## src/rtl/mrv1_ifetch_pkg.sv

```systemverilog
// Shared types and helpers for the MRV1 instruction-fetch initiator.
package mrv1_ifetch_pkg;

  typedef struct packed {
    logic [31:0] pc;
    logic [31:0] instr;
  } fetch_entry_t;

  localparam logic [31:0] PC_INCR_C = 32'd4;

  // Epoch increment that wraps at the tag width.
  function automatic logic [31:0] next_epoch(input logic [31:0] epoch,
                                             input int unsigned width);
    logic [31:0] mask;
    mask = (32'd1 << width) - 32'd1;
    return (epoch + 32'd1) & mask;
  endfunction

endpackage

```

## src/rtl/mrv1_ifetch_fifo.sv

```systemverilog
// In-order response buffer for fetched {pc, instr} entries; flush clears all entries.
module mrv1_ifetch_fifo
  import mrv1_ifetch_pkg::*;
#(
  parameter int unsigned DEPTH = 4
) (
  input  logic                       clk_i,
  input  logic                       rst_ni,
  input  logic                       flush_i,
  input  logic                       push_i,
  input  fetch_entry_t               data_i,
  input  logic                       pop_i,
  output fetch_entry_t               data_o,
  output logic [$clog2(DEPTH):0]     count_o
);

  localparam int unsigned AW = $clog2(DEPTH);
  localparam int unsigned CW = AW + 1;

  fetch_entry_t  mem [DEPTH];
  logic [AW-1:0] wr_ptr;
  logic [AW-1:0] rd_ptr;

  always_ff @(posedge clk_i or negedge rst_ni) begin
    if (!rst_ni) begin
      wr_ptr  <= '0;
      rd_ptr  <= '0;
      count_o <= '0;
    end else if (flush_i) begin
      wr_ptr  <= '0;
      rd_ptr  <= '0;
      count_o <= '0;
    end else begin
      if (push_i) wr_ptr <= wr_ptr + AW'(1);
      if (pop_i)  rd_ptr <= rd_ptr + AW'(1);
      count_o <= count_o + CW'(push_i) - CW'(pop_i);
    end
  end

  always_ff @(posedge clk_i) begin
    if (push_i && !flush_i) mem[wr_ptr] <= data_i;
  end

  assign data_o = mem[rd_ptr];

endmodule

```

## src/rtl/mrv1_ifetch.sv

```systemverilog
// MRV1 instruction-fetch initiator: credit-limited tagged requests, epoch-based redirect.
// Optional macro MRV1_IFETCH_BYPASS_EN presents a response to decode in its arrival cycle.
module mrv1_ifetch
  import mrv1_ifetch_pkg::*;
#(
  parameter int unsigned IMEM_TAG_WIDTH_P = 2,
  parameter int unsigned FIFO_DEPTH_P     = 4,
  parameter logic [31:0] RESET_PC_P       = 32'h0000_0000
) (
  input  logic                        clk_i,
  input  logic                        rst_ni,
  output logic                        imem_req_vld_o,
  input  logic                        imem_req_rdy_i,
  output logic [IMEM_TAG_WIDTH_P-1:0] imem_req_tag_o,
  output logic [31:0]                 imem_req_addr_o,
  input  logic                        imem_resp_vld_i,
  input  logic [31:0]                 imem_resp_data_i,
  input  logic [IMEM_TAG_WIDTH_P-1:0] imem_resp_tag_i,
  input  logic                        redirect_vld_i,
  input  logic [31:0]                 redirect_pc_i,
  output logic                        instr_vld_o,
  input  logic                        instr_rdy_i,
  output logic [31:0]                 instr_pc_o,
  output logic [31:0]                 instr_data_o
);

  localparam int unsigned TW = IMEM_TAG_WIDTH_P;
  localparam int unsigned CW = $clog2(FIFO_DEPTH_P) + 1;
  localparam int unsigned SW = $clog2((2 ** TW) * FIFO_DEPTH_P) + 1;
  localparam logic [TW-1:0] REDIR_MAX = '1;

  logic [31:0]   fetch_pc;
  logic [31:0]   resp_pc;
  logic [31:0]   target_pc;
  logic [TW-1:0] epoch;
  logic [TW-1:0] redir_cnt;
  logic [TW-1:0] redir_cnt_next;
  logic [CW-1:0] inflight;
  logic [CW-1:0] inflight_next;
  logic [CW-1:0] fifo_count;
  logic [CW-1:0] occupancy;
  logic [SW-1:0] stale;
  logic [SW-1:0] stale_next;

  logic issue_fire, cur_resp, stale_resp, block, fifo_empty;
  logic bypass, push, pop;
  fetch_entry_t push_entry, head;

  assign target_pc  = redirect_pc_i & ~32'd3;
  assign occupancy  = inflight + fifo_count;
  assign block      = (stale != '0) && (redir_cnt == REDIR_MAX);
  assign fifo_empty = (fifo_count == '0);

  assign imem_req_vld_o  = rst_ni && (occupancy < CW'(FIFO_DEPTH_P)) && !block;
  assign imem_req_tag_o  = epoch;
  assign imem_req_addr_o = fetch_pc;
  assign issue_fire      = imem_req_vld_o && imem_req_rdy_i;

  assign cur_resp   = imem_resp_vld_i && (imem_resp_tag_i == epoch);
  assign stale_resp = imem_resp_vld_i && (imem_resp_tag_i != epoch) && (stale != '0);

`ifdef MRV1_IFETCH_BYPASS_EN
  assign bypass = cur_resp && fifo_empty && !redirect_vld_i;
`else
  assign bypass = 1'b0;
`endif

  assign instr_vld_o  = rst_ni && !redirect_vld_i && (!fifo_empty || bypass);
  assign instr_pc_o   = fifo_empty ? resp_pc : head.pc;
  assign instr_data_o = fifo_empty ? imem_resp_data_i : head.instr;

  assign pop        = instr_vld_o && instr_rdy_i && !fifo_empty;
  assign push       = cur_resp && !redirect_vld_i && !(bypass && instr_rdy_i);
  assign push_entry = '{pc: resp_pc, instr: imem_resp_data_i};

  // On redirect every current-epoch request still outstanding, including one
  // issued this cycle, turns stale; a response arriving now has already retired.
  always_comb begin
    stale_next    = stale - SW'(stale_resp);
    inflight_next = inflight + CW'(issue_fire) - CW'(cur_resp);
    if (redirect_vld_i) begin
      stale_next    = stale_next + SW'(inflight_next);
      inflight_next = '0;
    end
    redir_cnt_next = redir_cnt;
    if (stale_next == '0) begin
      redir_cnt_next = '0;
    end else if (redirect_vld_i && (redir_cnt != REDIR_MAX)) begin
      redir_cnt_next = redir_cnt + TW'(1);
    end
  end

  always_ff @(posedge clk_i or negedge rst_ni) begin
    if (!rst_ni) begin
      fetch_pc  <= RESET_PC_P;
      resp_pc   <= RESET_PC_P;
      epoch     <= '0;
      inflight  <= '0;
      stale     <= '0;
      redir_cnt <= '0;
    end else begin
      inflight  <= inflight_next;
      stale     <= stale_next;
      redir_cnt <= redir_cnt_next;
      if (redirect_vld_i) begin
        fetch_pc <= target_pc;
        resp_pc  <= target_pc;
        epoch    <= TW'(next_epoch(32'(epoch), TW));
      end else begin
        if (issue_fire) fetch_pc <= fetch_pc + PC_INCR_C;
        if (cur_resp)   resp_pc  <= resp_pc + PC_INCR_C;
      end
    end
  end

  mrv1_ifetch_fifo #(
    .DEPTH(FIFO_DEPTH_P)
  ) u_fifo (
    .clk_i   (clk_i),
    .rst_ni  (rst_ni),
    .flush_i (redirect_vld_i),
    .push_i  (push),
    .data_i  (push_entry),
    .pop_i   (pop),
    .data_o  (head),
    .count_o (fifo_count)
  );

endmodule

```

## config.mk

```make
export PLATFORM = sky130hd
export DESIGN_NAME = mrv1_ifetch
export DESIGN_NICKNAME = d
export VERILOG_FILES = /design/src/rtl/mrv1_ifetch_pkg.sv /design/src/rtl/mrv1_ifetch_fifo.sv /design/src/rtl/mrv1_ifetch.sv
export SDC_FILE = /design/constraint.sdc
export NUM_CORES = 1
export LEC_CHECK = 0
export ABC_CLOCK_PERIOD_IN_PS = 6900
export CORE_UTILIZATION = 50
export CTS_CLUSTER_DIAMETER = 30
export DETAILED_ROUTE_END_ITERATION = 10
export PLACE_DENSITY_LB_ADDON = 0.12
export SLEW_MARGIN = 20
export SYNTH_ARGS = -nofsm -noshare
export SYNTH_HDL_FRONTEND = slang
export SYNTH_SLANG_ARGS = --single-unit
```

## constraint.sdc

```tcl
create_clock -name clk_i -period 6.9 [get_ports clk_i]
set_clock_uncertainty 0.2 [all_clocks]
set_input_delay 0.69 -clock clk_i [delete_from_list [all_inputs] [get_ports clk_i]]
set_output_delay 0.69 -clock clk_i [all_outputs]
set_load 0.02 [all_outputs]
```

### Word level (Yosys, flattened, before mapping)

Memories as Yosys holds them, arrays and structs flattened.
Cells that the tools add are included.

* eq/ne operators: 4
* muxes and demuxes: 17
* $lt $le $gt $ge: 1
* add/sub/neg operators: 13
* reduce and logical (&&, ||, !) cells: 25

Operators by type and width (count)
* 2-to-1 mux 32 bit: 6
* adder 32 x 3 -> 32 bit (second input constant): 2
* logical AND 1 bit: 14
* 2-to-1 mux 2 bit: 6
* nonzero test 2 bit: 5
* adder 2 x 1 -> 2 bit (second input constant): 4
* adder 3 x 1 -> 3 bit: 2
* 2-to-1 mux 3 bit: 2
* subtractor 3 x 1 -> 3 bit: 2
* adder 5 x 3 -> 5 bit: 1
* logical NOT 5 bit: 1
* 2-to-1 mux 5 bit: 1
* nonzero test 5 bit: 1
* subtractor 5 x 1 -> 5 bit: 1
* adder 3 bit: 1
* logical NOT 1 bit: 3
* logical NOT 3 bit: 1
* less-than comparator 3 bit (second input constant): 1
* equality test 2 bit: 1
* equality test 2 bit (second input constant): 1
* 2-to-1 mux 1 bit: 2
* != test 2 bit: 1
* != test 2 bit (second input constant): 1

* RAM bits: 256
* logic and storage cells: 70
* memories: 1
* input port bits: 72
* output and inout bits: 100
* register bits: 83

Memory list
* u_fifo.mem: words 4, width 64, read ports 1, clocked after memory_dff 0, write ports 1, RTL line mrv1_ifetch_fifo.sv:20 `fetch_entry_t mem [DEPTH];`

### Depth between registers and ports, before layout

* depth in word-level cells: 11
* gate-level depth with buffers: 17
* mapped depth without buffers: 16

### Hierarchy

A second synthesis with hierarchy kept.

* cells, all modules: 922
* area, all modules: 14876.8 um^2

Modules (own cells, without submodules)
* mrv1_ifetch_fifo: cells each 372, area an instance 9688.0 um^2, sequential area each 7862.5 um^2, times used 1
* mrv1_ifetch: cells each 550, area an instance 5188.7 um^2, sequential area each 1801.7 um^2, times used 1

### Least setup slack after synthesis

OpenSTA, ideal clock, no wires.

* kind: register to register
* from: reg inflight[1]
* to: reg redir_cnt[1]
* period minus slack after synthesis: 4.215 ns
* setup time: 0.134 ns
* data arrival time: 3.880 ns
* buffers on the path: 1
* stages on the path, launching flop included: 18
* setup slack: 2.685 ns
* required time: 6.566 ns
* cells stage by stage: dfrtp_1 -> ha_1 -> a31oi_1 -> xnor2_1 -> buf_2 -> nand4_1 -> ha_1 -> inv_1 -> ha_1 -> fa_1 -> xor2_1 -> xnor2_1 -> ha_1 -> nor2b_1 -> o21ai_0 -> nand4b_1 -> a211oi_1 -> nor3_1

* word-level cells in the longest chain between the ends: 11
* elaborated cells between the ends (all ways): 12
* classes of those cells: 4 x add/sub; 1 x order compare; 2 x mux; 5 x reduce/logical

RTL lines
* start, declared: RTL line mrv1_ifetch.sv:38 `logic [CW-1:0] inflight;`
* start signal, assigned: RTL line mrv1_ifetch.sv:102 `inflight <= inflight_next;`
* adder 3 bit: RTL line mrv1_ifetch.sv:50 `assign occupancy = inflight + fifo_count;`
* less-than comparator 3 bit: RTL line mrv1_ifetch.sv:54 `assign imem_req_vld_o = rst_ni && (occupancy < CW'(FIFO_DEPTH_P)) && !block;`
* logical AND 1 bit (2 in a row): RTL line mrv1_ifetch.sv:54
* logical AND 1 bit: RTL line mrv1_ifetch.sv:57 `assign issue_fire = imem_req_vld_o && imem_req_rdy_i;`
* adder 3 x 1 -> 3 bit *: RTL line mrv1_ifetch.sv:80 `inflight_next = inflight + CW'(issue_fire) - CW'(cur_resp);`
* subtractor 3 x 1 -> 3 bit *: RTL line mrv1_ifetch.sv:80
* adder 5 x 3 -> 5 bit *: RTL line mrv1_ifetch.sv:82 `stale_next = stale_next + SW'(inflight_next);`
* 2-to-1 mux 5 bit *: RTL line mrv1_ifetch.sv:81 `if (redirect_vld_i) begin`
* logical NOT 5 bit *: RTL line mrv1_ifetch.sv:86 `if (stale_next == '0) begin`
* 2-to-1 mux 2 bit or nonzero test 2 bit (tied branches)
* end signal, assigned: RTL line mrv1_ifetch.sv:104 `redir_cnt <= redir_cnt_next;`
* end, declared: RTL line mrv1_ifetch.sv:36 `logic [TW-1:0] redir_cnt;`

Every way passes the cells marked *; elsewhere a longest branch is shown, timed or not.
A chain may end at the register's enable or synchronous reset.

### Worst setup path in the final report

* from: reg stale[2]
* to: reg redir_cnt[1]

* word-level cells in the longest chain between the ends: 11
* elaborated cells between the ends (all ways): 14
* classes of those cells: 4 x add/sub; 2 x mux; 8 x reduce/logical

RTL lines
* start, declared: RTL line mrv1_ifetch.sv:42 `logic [SW-1:0] stale;`
* start signal, assigned: RTL line mrv1_ifetch.sv:103 `stale <= stale_next;`
* nonzero test 5 bit: RTL line mrv1_ifetch.sv:51, mrv1_ifetch.sv:60
* logical AND 1 bit: RTL line mrv1_ifetch.sv:51 `assign block = (stale != '0) && (redir_cnt == REDIR_MAX);`
* logical NOT 1 bit: RTL line mrv1_ifetch.sv:54
* logical AND 1 bit: RTL line mrv1_ifetch.sv:54
* logical AND 1 bit: RTL line mrv1_ifetch.sv:57
* adder 3 x 1 -> 3 bit: RTL line mrv1_ifetch.sv:80
* subtractor 3 x 1 -> 3 bit: RTL line mrv1_ifetch.sv:80
* adder 5 x 3 -> 5 bit: RTL line mrv1_ifetch.sv:82
* 2-to-1 mux 5 bit *: RTL line mrv1_ifetch.sv:81
* logical NOT 5 bit *: RTL line mrv1_ifetch.sv:86
* 2-to-1 mux 2 bit or nonzero test 2 bit (tied branches)

Marked as above.

==> run metrics <==
Synth Area in Adders 0.01898; post-route ant nets 0; worst-skew pair later-pin latency 0.56 ns; ys async rst share 0.2416; die width 171.5 um; Fillers 2006; WP depth 15; Worst Hold Depth 1; Mapped Area 14370 um^2; register area share after synthesis 0.6559; Core Region 28010 um^2; routed wire length 30190 um; Mean Syn Cell Area 16.24 um^2; Max Clk Rate 215.8 MHz; initial antenna violation count 0; Final Hold Vio Count 0; std cell rows 61; yosys warns 0; Gate Count Post-Synth 885; multiplexer area fraction after synthesis 0.1631; Pins Over Slew Limit 0; Final WS setup 2.266 ns; Sink Count 327; First-pass DRT Iterations 4; setup_tns 0 ns; global-route wire length before repair 47840 um; H-tree levels 2; clock period minus worst slack 4.634 ns; Worst Setup Start Kind flip-flop; crit-path leading delay family simple AND/OR/NAND/NOR gates; Tot GR Track Use 0.2122; total CTS buffers 60; Initial Util 0.5130; worst vdd rail ir drop 0.2737 mV; largest net degree at the start of global routing 75; number of remaining DRC errors 0; WL/cell 19.94 um; routed vias/inst 5.601; Worst Tran Pin Value 0.9744 ns; crit path buf inv count 1; top-count cell post-synth edfxtp_1; via count 8480; pwr dens 382.9 nW/um^2; main combinational cell family by area after synthesis multiplexers; drt initial violations 558; Synth Area in Compound Gates 0.03605; crit share post-route 0.6716; Final Power 0.007091 W; synth unique cells 53; post-place setup slack 2.233 ns; relative slew slack 0.3504; critical path fanouts, max 13; simple-gate portion of the synthesized area 0.07759; CP arrival 4.86 ns; number of global-route vias before repair 8794; Leakage 6.427 nW; CP endpoint kind flip-flop; die height 171.5 um; max_cap viols 0; most frequent cell on the critical path ha_1; share of post-route cells with drive strength above 1 0.2333; Root Buffer clkbuf_16; status complete, no violations; P&R area growth vs syn 28.88%; top cells by count, synth 248 x edfxtp_1, 79 x dfrtp_1, 77 x mux2_2; top_reg_cell synth edfxtp_1; GPL Wtd Cong 0.8179; Setup-failing EPs final 0; Ports 172; Clk pin slew, worst setup/hold paths 0.04 ns; Yosys reg bits 327; Final nets 1178; Die Area 29420 um^2; post-synth top area share 0.5183; CTS tree built; WS Path Type flip-flop to flip-flop; Congestion Overflow GR 0; IO Port Bufs 165; Data required, critical path 7.12 ns; min-delay worst type flip-flop to flip-flop; Slowest cell on crit path or4_4; crit-path cells or4_4 -> o21ai_4 -> nand4_1 -> ha_1 -> inv_1 -> ha_1 -> fa_1 -> xor2_1 -> xnor2_1 -> ha_1 -> nor2b_1 -> o21ai_0 -> nand4b_1 -> a211oi_1 -> nor3_1; RSZ-0062 raised after global routing no; HPWL after DPL 18190 um; worst stage delay on the critical path 0.55 ns; n_diodes 0; top area cells in the synthesized netlist edfxtp_1 52%, dfrtp_1 14%, mux4_2 9.7%; R2R depth 15; post-synthesis xor/xnor area fraction 0.02926; Post-CTS Setup Bufs 0; worst-case clock buffer depth 3; Post-synth EDFFs 248; Synth area leader edfxtp_1
==> what timing repair did <==
action,4_1_cts,5_1_grt
hold buffers,1,0
endpoints found under the hold margin,40,0
gates resized for setup,0,0
==> metal layers <==
metal / share of wire / global-route usage / vias to the layer above
met4: 0.016 / 0.05823 / 0
met2: 0.48 / 0.3362 / 257
met3: 0.057 / 0.03866 / 50
li1: - / - / 3893
met1: 0.45 / 0.3023 / 4280
met5: 0 / 0 / -
==> logic make-up (layout without fill, tap and decap cells) <==
kind of cell	after synthesis	in the layout
flip-flops	327	327
AND/OR/NAND/NOR	196	196
multiplexers	147	147
AO/OA/AOI/OAI	81	81
buffers and inverters	65	313
XOR/XNOR	48	48
adder cells (fa/ha/maj)	20	20
other	1	4
==> cell type report <==
cell class	count	area [um^2]	area share
inverter	21	78.83	0.004256
tap	378	473.0	0.02554
multi-input combinational	496	4695	0.2535
clock inverter	39	478.0	0.02581
clock buffer	73	1602	0.08648
sequential	327	9429	0.5092
timing repair buffer	180	1764	0.09526
==> placed cells by master, fill, tap and decap left out, drive strengths merged, types with 3 or more instances in the layout <==
| cell type | instances |
|---|---|
| edfxtp | 248 |
| clkdlybuf4s50 | 164 |
| dfrtp | 79 |
| mux2 | 77 |
| clkbuf | 73 |
| mux4 | 62 |
| nor2 | 36 |
| nand2 | 29 |
| xnor2 | 25 |
| nand4 | 24 |
| inv | 24 |
| xor2 | 23 |
| o21ai | 23 |
| a31oi | 21 |
| or3 | 20 |
| clkinv | 20 |
| ha | 17 |
| nand3 | 17 |
| buf | 15 |
| a21oi | 14 |
| and3 | 14 |
| nor3 | 12 |
| and4 | 10 |
| bufinv | 10 |
| mux2i | 8 |
| o31a | 7 |
| nor4 | 7 |
| and2 | 6 |
| clkinvlp | 6 |
| nand2b | 5 |
| nor2b | 4 |
| nor3b | 4 |
| conb | 4 |
| a21boi | 3 |
| o31ai | 3 |
| nand4b | 3 |
| fa | 3 |
| or4 | 3 |
==> where the power goes <==
group          switching [W]  total [W]  internal, W
Combinational       0.000851    0.00170     0.000849
Clock               0.000942    0.00295      0.00201
Sequential          0.000153    0.00244      0.00228
Total                0.00195    0.00709      0.00514
==> stage by stage <==
step,area (um^2),cells,utilization,hold WS (ns)
after detailed placement,16430,1401,0.5865,0.3266
after global routing,18520,1514,0.6611,0.3472
after CTS,18520,1514,0.6611,0.3337
after global placement,16430,1401,0.5865,0.3012
final,18520,1514,0.6611,0.3294
after floorplan,14380,888,-,0.1944
==> registers in the layout, summed over array words and instances, names as in the netlist <==
signal and flops:
imem_req_tag_o 2, inflight 3, imem_req_addr_o 30, redir_cnt 2
u_fifo.mem 248, stale 5, resp_pc 30, u_fifo.wr_ptr 2
u_fifo.count_o 3, u_fifo.rd_ptr 2
==> final timing paths <==
check / from / end / slack [ns]
setup / recovery: stale[2] / redir_cnt[1] / 2.27
hold / removal: imem_req_tag_o[0] / imem_req_tag_o[0] / 0.33
setup reg to reg: stale[2] / redir_cnt[1] / 2.27
hold reg to reg: imem_req_tag_o[0] / imem_req_tag_o[0] / 0.33
max in group asynchronous: rst_ni / u_fifo.rd_ptr[0] / 4.98
min in group asynchronous: rst_ni / imem_req_addr_o[25] / 0.47
Power figures use the tool's default switching activity.
